[src/rtl/requant_pipe.sv]
// ---------------------------------------------------------------------------
// requant_pipe
//
// Three-stage requantization pipeline. It turns a signed wide accumulator into
// a signed 8-bit activation using a per-channel unsigned scale, a power-of-two
// right shift with optional round-half-up, an output zero point and a clamp
// (with optional ReLU lower bound). Clamped results are counted.
//
// Stages:
//   S1  registers acc and the looked-up channel scale
//   S2  registers the full-width signed product
//   S3  rounds, shifts, adds the zero point, clamps and registers q_o
//
// Ports:
//   clk_i, rst_ni             clock, asynchronous active-low reset
//   in_valid_i / in_ready_o   input beat handshake
//   acc_i, ch_i               signed accumulator and its channel index
//   out_valid_o / out_ready_i output beat handshake
//   q_o                       signed 8-bit result
//   cfg_we_i, cfg_addr_i,
//   cfg_scale_i               scale table write port
//   zero_point_i, round_en_i,
//   relu_en_i                 quasi-static arithmetic controls
//   sat_cnt_o, sat_clr_i      saturation counter and its synchronous clear
// ---------------------------------------------------------------------------
module requant_pipe #(
  parameter  int ACC_W   = 24,
  parameter  int SCALE_W = 16,
  parameter  int SHIFT   = 22,
  parameter  int NUM_CH  = 64,
  parameter  int CNT_W   = 16,
  localparam int CH_W    = (NUM_CH > 1) ? $clog2(NUM_CH) : 1
) (
  input  logic                      clk_i,
  input  logic                      rst_ni,
  input  logic                      in_valid_i,
  output logic                      in_ready_o,
  input  logic signed [ACC_W-1:0]   acc_i,
  input  logic        [CH_W-1:0]    ch_i,
  output logic                      out_valid_o,
  input  logic                      out_ready_i,
  output logic signed [7:0]         q_o,
  input  logic                      cfg_we_i,
  input  logic        [CH_W-1:0]    cfg_addr_i,
  input  logic        [SCALE_W-1:0] cfg_scale_i,
  input  logic signed [7:0]         zero_point_i,
  input  logic                      round_en_i,
  input  logic                      relu_en_i,
  output logic        [CNT_W-1:0]   sat_cnt_o,
  input  logic                      sat_clr_i
);

  // Product width: signed acc times zero-extended scale. RW adds the rounding
  // guard bit, VW leaves headroom for the zero-point addition.
  localparam int PW = ACC_W + SCALE_W + 1;
  localparam int RW = PW + 1;
  localparam int VW = PW + 2;

  localparam logic [SCALE_W-1:0]    SCALE_RST = {1'b1, {(SCALE_W-1){1'b0}}};
  localparam logic [RW-1:0]         RND_HALF  = RW'(1) << (SHIFT - 1);
  localparam logic signed [VW-1:0]  Q_MAX     = VW'(127);
  localparam logic signed [VW-1:0]  Q_MIN     = VW'(-128);

  // State registers and their next-state values
  logic                      readyEn_q;
  logic                      s1Valid_q, s1Valid_d;
  logic signed [ACC_W-1:0]   s1Acc_q, s1Acc_d;
  logic        [SCALE_W-1:0] s1Scale_q, s1Scale_d;
  logic                      s2Valid_q, s2Valid_d;
  logic signed [PW-1:0]      s2Prod_q, s2Prod_d;
  logic                      outValid_q, outValid_d;
  logic signed [7:0]         q_q, q_d;
  logic        [CNT_W-1:0]   satCnt_q, satCnt_d;
  logic        [SCALE_W-1:0] scaleTab_q [NUM_CH];

  // Handshake and datapath intermediates
  logic                      outLoad, s2Load, s1Load, inFire;
  logic                      chInRange, addrInRange;
  logic        [SCALE_W-1:0] chScale;
  logic signed [PW-1:0]      accExt, scaleExt, product;
  logic signed [RW-1:0]      prodRnd, shifted;
  logic signed [VW-1:0]      zpExt, vVal, lowBound;
  logic                      satEvent;
  logic signed [7:0]         clampQ;

  // The scale table holds one factor per channel. A write lands on the clock
  // edge, so a beat accepted in the same cycle still reads the old entry.
  // Writes to addresses beyond the table are dropped.
  assign addrInRange = int'(cfg_addr_i) < NUM_CH;
  assign chInRange   = int'(ch_i) < NUM_CH;
  assign chScale     = chInRange ? scaleTab_q[ch_i] : '0;

  always_ff @(posedge clk_i or negedge rst_ni) begin
    if (!rst_ni) begin
      for (int i = 0; i < NUM_CH; i++) begin
        scaleTab_q[i] <= SCALE_RST;
      end
    end else if (cfg_we_i && addrInRange) begin
      scaleTab_q[cfg_addr_i] <= cfg_scale_i;
    end
  end

  // Each stage may load when it is empty or its successor is loading. This
  // lets bubbles collapse even while the output register is stalled.
  // readyEn_q keeps the input closed until the first edge after reset.
  assign outLoad    = !outValid_q || out_ready_i;
  assign s2Load     = !s2Valid_q || outLoad;
  assign s1Load     = !s1Valid_q || s2Load;
  assign in_ready_o = readyEn_q && s1Load;
  assign inFire     = in_valid_i && in_ready_o;

  // S2 arithmetic: both operands widened to the product width so the
  // multiply is exact; the scale is treated as unsigned.
  assign accExt   = {{(PW-ACC_W){s1Acc_q[ACC_W-1]}}, s1Acc_q};
  assign scaleExt = {{(PW-SCALE_W){1'b0}}, s1Scale_q};
  assign product  = accExt * scaleExt;

  // S3 arithmetic: the extra guard bit absorbs the rounding increment, then
  // an arithmetic shift gives floor semantics for negative values.
  assign prodRnd  = {s2Prod_q[PW-1], s2Prod_q} + (round_en_i ? RND_HALF : '0);
  assign shifted  = prodRnd >>> SHIFT;
  assign zpExt    = {{(VW-8){zero_point_i[7]}}, zero_point_i};
  assign vVal     = {{(VW-RW){shifted[RW-1]}}, shifted} + zpExt;
  assign lowBound = relu_en_i ? zpExt : Q_MIN;

  // Saturation is judged against the fixed int8 range, so a ReLU clamp to the
  // zero point alone never counts as an event.
  assign satEvent = (vVal > Q_MAX) || (vVal < Q_MIN);
  assign clampQ   = (vVal < lowBound) ? lowBound[7:0] :
                    (vVal > Q_MAX)    ? 8'sd127       : vVal[7:0];

  // Next-state logic for the three stages and the saturation counter. Data
  // registers only change when a valid beat moves into them, which keeps q_o
  // stable while the output is stalled.
  always_comb begin
    s1Valid_d  = s1Valid_q;
    s1Acc_d    = s1Acc_q;
    s1Scale_d  = s1Scale_q;
    s2Valid_d  = s2Valid_q;
    s2Prod_d   = s2Prod_q;
    outValid_d = outValid_q;
    q_d        = q_q;
    satCnt_d   = satCnt_q;

    if (s1Load) begin
      s1Valid_d = inFire;
      if (inFire) begin
        s1Acc_d   = acc_i;
        s1Scale_d = chScale;
      end
    end

    if (s2Load) begin
      s2Valid_d = s1Valid_q;
      if (s1Valid_q) begin
        s2Prod_d = product;
      end
    end

    if (outLoad) begin
      outValid_d = s2Valid_q;
      if (s2Valid_q) begin
        q_d = clampQ;
      end
    end

    if (sat_clr_i) begin
      satCnt_d = '0;
    end else if (outLoad && s2Valid_q && satEvent && (satCnt_q != '1)) begin
      satCnt_d = satCnt_q + CNT_W'(1);
    end
  end

  // Pipeline registers. Reset empties every stage, so any beats in flight
  // are discarded without producing output.
  always_ff @(posedge clk_i or negedge rst_ni) begin
    if (!rst_ni) begin
      readyEn_q  <= 1'b0;
      s1Valid_q  <= 1'b0;
      s1Acc_q    <= '0;
      s1Scale_q  <= '0;
      s2Valid_q  <= 1'b0;
      s2Prod_q   <= '0;
      outValid_q <= 1'b0;
      q_q        <= '0;
      satCnt_q   <= '0;
    end else begin
      readyEn_q  <= 1'b1;
      s1Valid_q  <= s1Valid_d;
      s1Acc_q    <= s1Acc_d;
      s1Scale_q  <= s1Scale_d;
      s2Valid_q  <= s2Valid_d;
      s2Prod_q   <= s2Prod_d;
      outValid_q <= outValid_d;
      q_q        <= q_d;
      satCnt_q   <= satCnt_d;
    end
  end

  assign out_valid_o = outValid_q;
  assign q_o         = q_q;
  assign sat_cnt_o   = satCnt_q;

endmodule

[config.mk]
export PLATFORM = sky130hd
export DESIGN_NAME = requant_pipe
export DESIGN_NICKNAME = d
export VERILOG_FILES = /design/src/rtl/requant_pipe.sv
export SDC_FILE = /design/constraint.sdc
export NUM_CORES = 2
export LEC_CHECK = 0
export BUFFER_PORTS_ARGS = -buffer_cell sky130_fd_sc_hd__buf_2
export CORE_MARGIN = 3
export CORE_UTILIZATION = 59
export CTS_BUF_LIST = sky130_fd_sc_hd__clkbuf_2 sky130_fd_sc_hd__clkbuf_4 sky130_fd_sc_hd__clkbuf_8
export DETAILED_ROUTE_END_ITERATION = 6
export GPL_TIMING_DRIVEN = 0
export PLACE_DENSITY = 0.75
export SLEW_MARGIN = 20
export SYNTH_ARGS = -nofsm -noshare
export SYNTH_HDL_FRONTEND = slang
export SYNTH_SLANG_ARGS = --single-unit
[constraint.sdc]
create_clock -name clk_i -period 8.1 [get_ports clk_i]
set_input_delay 0 -clock clk_i [delete_from_list [all_inputs] [get_ports clk_i]]
set_output_delay 0 -clock clk_i [all_outputs]
set_load 0.02 [all_outputs]
### Word level (Yosys, flattened, before mapping)

Cells that the tools add are included.

| storage, ports and cells | value |
|---|---|
| output and inout port bits | 26 |
| input port bits | 68 |
| bits in writable memories | 0 |
| flip-flop bits (word level) | 1133 |
| logic and storage cells | 115 |
| latch bits | 0 |
| memory bits (read-only) | 0 |
| memories kept | 0 |

| operators by class | value |
|---|---|
| add/subtract/negate cells | 3 |
| reduce and logical (&&, ||, !) cells | 17 |
| bitwise gates (word level) | 2 |
| div/mod/pow operators | 0 |
| order comparisons | 6 |
| multiplexer cells | 12 |
| multipliers | 1 |
| shift-type cells | 0 |
| eq/ne operators | 1 |

Operator list:

| cell | number |
|---|---|
| bitwise mux 1024 bit | 1 |
| binary-select mux 16 bit (select 6 bit) | 1 |
| demux 16 bit (select 6 bit) | 1 |
| 2-to-1 mux 16 bit | 5 |
| < comparator 21 x 43 -> 1 bit | 1 |
| 2-to-1 mux 43 bit | 1 |
| adder 41 x 23 -> 42 bit | 1 |
| multiplier 24 x 17 -> 41 bit | 1 |
| 2-to-1 mux 22 bit | 1 |
| adder 20 x 8 -> 21 bit | 1 |
| greater-than comparator 21 x 8 -> 1 bit, second input constant | 1 |
| < comparator 21 x 8 -> 1 bit, second input constant | 1 |
| adder 16 x 1 -> 16 bit, second input constant | 1 |
| 2-to-1 mux 8 bit | 2 |
| != test 16 bit, second input constant | 1 |
| greater-or-equal comparator 7 bit, second input constant | 2 |
| NOT 6 -> 7 bit | 2 |
| < comparator 7 x 1 -> 1 bit, second input constant | 1 |
| logical AND 1 bit | 6 |
| AND reduction 2 bit | 3 |
| logical OR 1 bit | 4 |
| zero test 1 bit | 3 |
| nonzero test 2 bit | 1 |

### Logic depth before layout (Yosys ltp)

| depth | value |
|---|---|
| word-level depth | 9 |
| depth in mapped cells | 25 |
| depth with buffers taken out | 24 |

### Worst setup path after synthesis

No wires, ideal clock.

| timing | value |
|---|---|
| kind | flip-flop to flip-flop |
| from | reg s1Acc_q[23] |
| to | reg s2Prod_q[40] |
| setup time | 131 ps |
| cell stages (with the launch flop) | 22 |
| data required time | 7969 ps |
| buffers on the path | 2 |
| arrival | 6238 ps |
| slack | 1730 ps |
| clock period less this slack | 6370 ps |
| cell sequence | dfrtp_1 -> clkbuf_1 -> clkbuf_1 -> nand2_1 -> fa_1 -> fa_1 -> inv_1 -> fa_1 -> fa_1 -> fa_1 -> inv_1 -> fa_1 -> inv_1 -> ha_1 -> and3_1 -> a221o_1 -> a21oi_1 -> o21bai_1 -> nand2_1 -> a311oi_1 -> o2111a_1 -> or3_1 |

| between the ends | value |
|---|---|
| cells in the longest elaborated chain, start to end | 1 |

RTL lines:

| element | RTL line | source |
|---|---|---|
| start: declaration | 67 | `logic signed [ACC_W-1:0] s1Acc_q, s1Acc_d;` |
| start signal: assignment | 180 | `s1Acc_q <= '0;` |
| start signal: assignment | 190 | `s1Acc_q <= s1Acc_d;` |
| multiplier 24 x 17 -> 41 bit | 116 | `assign product = accExt * scaleExt;` |
| end signal: assignment | 193 | `s2Prod_q <= s2Prod_d;` |
| end: declaration | 70 | `logic signed [PW-1:0] s2Prod_q, s2Prod_d;` |

No other way between the ends.
A chain may end at the register's enable or synchronous reset.

### Worst setup path in the final report

| timing | value |
|---|---|
| from | reg s1Scale_q[2] |
| to | reg s2Prod_q[40] |

| between the ends | value |
|---|---|
| cells in the longest elaborated chain, start to end | 1 |

RTL lines:

| element | RTL line | source |
|---|---|---|
| start: declaration | 68 | `logic [SCALE_W-1:0] s1Scale_q, s1Scale_d;` |
| start signal: assignment | 191 | `s1Scale_q <= s1Scale_d;` |
| multiplier 24 x 17 -> 41 bit | 116 |  |

No other way between the ends.

==> results.toml <==
[power]
clockPowerShare_pct = 21.6
power_frac_seq_pct = 27.9
vdd_drop_max_mv = 0.484
total_power_uw = 24800
p_int_uw = 14700
pwr_density_cell_nw_per_um2 = 340
switching_share_pct = 40.8
p_switching_uw = 10100
combPwrFrac_pct = 50.6
p_leak_uw = 0.0342

[setup_path]
cp.arrival_ns = 8.57
critPathMaxFanout = 10
worstPathRequired_ns = 8.85
path_class = "reg -> reg"
cp-end-kind = "flop"
startpoint_type = "flop"

[clock_tree]
clock-sinks = 1112
postCtsSetupBuffers = 0
clock_path_buffers = 3
numCtsBuffers = 180
root_buffer = "clkbuf_8"
htreeDepth = 4
clk_pin_slew_ns = 0.06
cts_tree = "yes"
insertion_delay_ns = 0.90

[sta]
fin_skew_ns = 0.0538
hold_viol = 0
fin_crit_ns = 7.82
drv_slew = 0
worstMarginPinSlew_ns = 1.19
clock.fmax_mhz = 128
fin_tns_setup_ns = 0
finalCritPeriodShare_pct = 96.5
setup_violations = 0
relSlewSlack_pct = 21.0
rsz0062_at_grt = "false"
worst_slack_ns = 0.284

[die]
rows = 121
fp.dieW_um = 339
die_h_um = 339
coreArea_um2 = 110000
die_area_um2 = 115000
initial_utilization_pct = 59.8
ios = 94

[yosys]
synth_top_flop_cell = "dfrtp_1"
synthesis.area_um2 = 65500
synth.avg_cell_area_um2 = 13.5
ys_ff_latch = 1112
async_flop_share_pct = 100
netlist-cell-type-count = 77
synth-edff-count = 0
ys_seq_area_share_pct = 42.6
ys_warn_count = 0
syn_nets = 5446
synth_cells = 4860

[route]
drt-met1-wl_um = 68900
ant_nets = 0
wl_met2_um = 83600
routedWlPerCell_um = 25.0
drcViolationCount = 0
drt-total-wl_um = 171000
top_layer = "met5"
via_per_inst = 6.04
drt_iter0_markers = 3391
vias = 41300
wl_met3_um = 12400
first_pass_iters = 6

[global_routing]
grt_max_degree = 137
overflow = 0
antenna_found_initial = 14
grt_pass1_wl_um = 267000
grt_pass1_vias = 43900
grt_usage_pct = 30.4

[placement]
place_congestion = 0.958
hpwlAfterDp_um = 129000
pre_cts_ws_ns = -0.133
place_area_um2 = 68000
io_buffers = 68
placedCellCount = 6413

[cells_and_area]
nNetsFinal = 5798
register_area_um2 = 27900
area_delta_synth_final_pct = 11.4
final_cell_area_um2 = 73000
drive_above_1_share_pct = 36.2
n_fill_cell = 7862
finalNonFillerCells = 6844
multi_input_area_um2 = 34500

[flow_run]
maxCapViolCount = 0

[worst_hold_path]
hp-class = "in -> reg"

[outcome]
outcome = "completed"
==> cell families after synthesis <==
kind of cell / count (synthesis) / share of synthesized area (%)
buffers and inverters: 829 / 4.80
AOI/OAI and AO/OA: 183 / 1.94
and+or+nand+nor: 747 / 5.57
muxes: 1418 / 30.2
DFF: 1112 / 42.6
xor gates and xnor gates: 52 / 0.707
other: 1 / 0.00572
adders and majority gates: 518 / 14.2
==> per-stage QoR <==
| stage | util [%] | hold slack (ns) |
|---|---|---|
| floorplan | - | -0.296 |
| global placement | 61.8 | 0.232 |
| detailed placement | 62.0 | -0.119 |
| CTS | 66.6 | 0.00950 |
| global route | 66.6 | 0.0477 |
| finish | 66.6 | 0.0160 |
==> state kept, by name, summed over array words and instances (netlist names) <==
signal and cells:
out_valid_o 1, q_o 8, readyEn_q 1, s1Acc_q 24
s1Scale_q 16, s1Valid_q 1, s2Prod_q 20, s2Valid_q 1
sat_cnt_o 16, scaleTab_q 1024
==> cells in the mapped netlist, drive strengths merged (11+ instances only) <==
cell type	instances	area [µm²]
a211oi	13	97.6
a21o	17	128
a21oi	44	220
and2	160	1000
and3	13	81.3
buf	54	235
clkbuf	296	1110
dfrtp	1048	26200
dfstp	64	1680
fa	376	7530
ha	142	1780
inv	479	1800
mux2	1079	12200
mux4	336	7570
nand2	326	1220
nand3	36	180
nand4	14	87.6
nor2	94	353
nor2b	27	169
nor3	21	145
nor4	13	100
o21ai	29	145
o31ai	13	97.6
or3	11	73.8
xnor2	35	314
xor2	17	149
==> routing by layer <==
| layer | global-route usage [%] | vias up |
|---|---|---|
| li1 | - | 17500 |
| met1 | 40.9 | 22100 |
| met2 | 49.6 | 1450 |
| met3 | 6.21 | 342 |
| met4 | 11.3 | 6 |
| met5 | 0 | - |
==> cells in the final DEF (no fill, tap or decap), types with 9 or more instances in the layout <==
cell	count
a211oi_1	12
a21o_1	17
a21oi_1	44
and2_1	158
and3_1	13
buf_1	36
buf_16	10
buf_2	79
clkbuf_1	282
clkbuf_2	17
clkbuf_4	71
clkbuf_8	228
clkinv_2	12
dfrtp_1	1048
dfstp_2	64
diode_2	10
dlygate4sd3_1	92
fa_1	376
ha_1	142
inv_1	479
mux2_2	1064
mux2_4	10
mux4_2	336
nand2_1	326
nand2b_1	9
nand3_1	36
nand4_1	14
nor2_1	94
nor2b_1	26
nor3_1	13
nor4_1	10
o21a_1	9
o21ai_0	28
o31ai_1	13
or3_1	10
xnor2_1	34
xor2_1	17
==> final timing paths <==
check / cells past startpoint / slack [ns] / end / from
setup / recovery: 21 / 0.28 / s2Prod_q[40] / s1Scale_q[2]
hold / removal: 4 / 0.02 / q_o[7] / relu_en_i
setup reg to reg: 21 / 0.28 / s2Prod_q[40] / s1Scale_q[2]
hold reg to reg: 1 / 0.50 / scaleTab_q[339] / scaleTab_q[339]
max in group asynchronous: 7 / 5.46 / scaleTab_q[172] / rst_ni
min in group asynchronous: 4 / 0.25 / s2Prod_q[37] / rst_ni
==> layout make-up <==
class,count,area share [%]
Clock inverter,29,0.482
Sequential cell,1112,38.2
Inverter,479,2.46
Clock buffer,299,5.03
Timing Repair Buffer,170,2.12
Buffer,350,1.89
Multi-Input combinational cell,2919,47.2
Tap cell,1476,2.53
Antenna cell,10,0.0343
==> what timing repair did <==
item | CTS | global route
hold buffers | 93 | 0
endpoints found under the setup margin | 1 | 4
endpoints found under the hold margin | 361 | 0
gates resized for setup | 3 | 15
==> power by group through the flow <==
stage | sequential [µW] | clock [µW] | combinational [µW]
after global routing | 7000 | 5700 | 14100
final | 6920 | 5350 | 12600
after global placement | 6960 | 0 | 12000
after CTS | 6900 | 5440 | 12500
after floorplan | 6800 | 0 | 9070
after detailed placement | 6990 | 0 | 12300
==> worst max-delay path, cell delays in order, from the launching register on <==
cell	delay, ns
dfrtp_1	0.59
clkbuf_1	0.52
nand2_1	0.17
fa_1	0.53
fa_1	0.55
fa_1	0.54
inv_1	0.06
fa_1	0.50
fa_1	0.52
inv_1	0.06
fa_1	0.48
inv_1	0.04
ha_1	0.31
nand3_1	0.42
nor3_1	0.34
a32oi_1	0.08
and2_1	0.34
a211oi_2	0.45
o21ai_0	0.28
a311oi_2	0.48
nor4_1	0.10
or3_1	0.35
(Power assumes the default switching activity.)
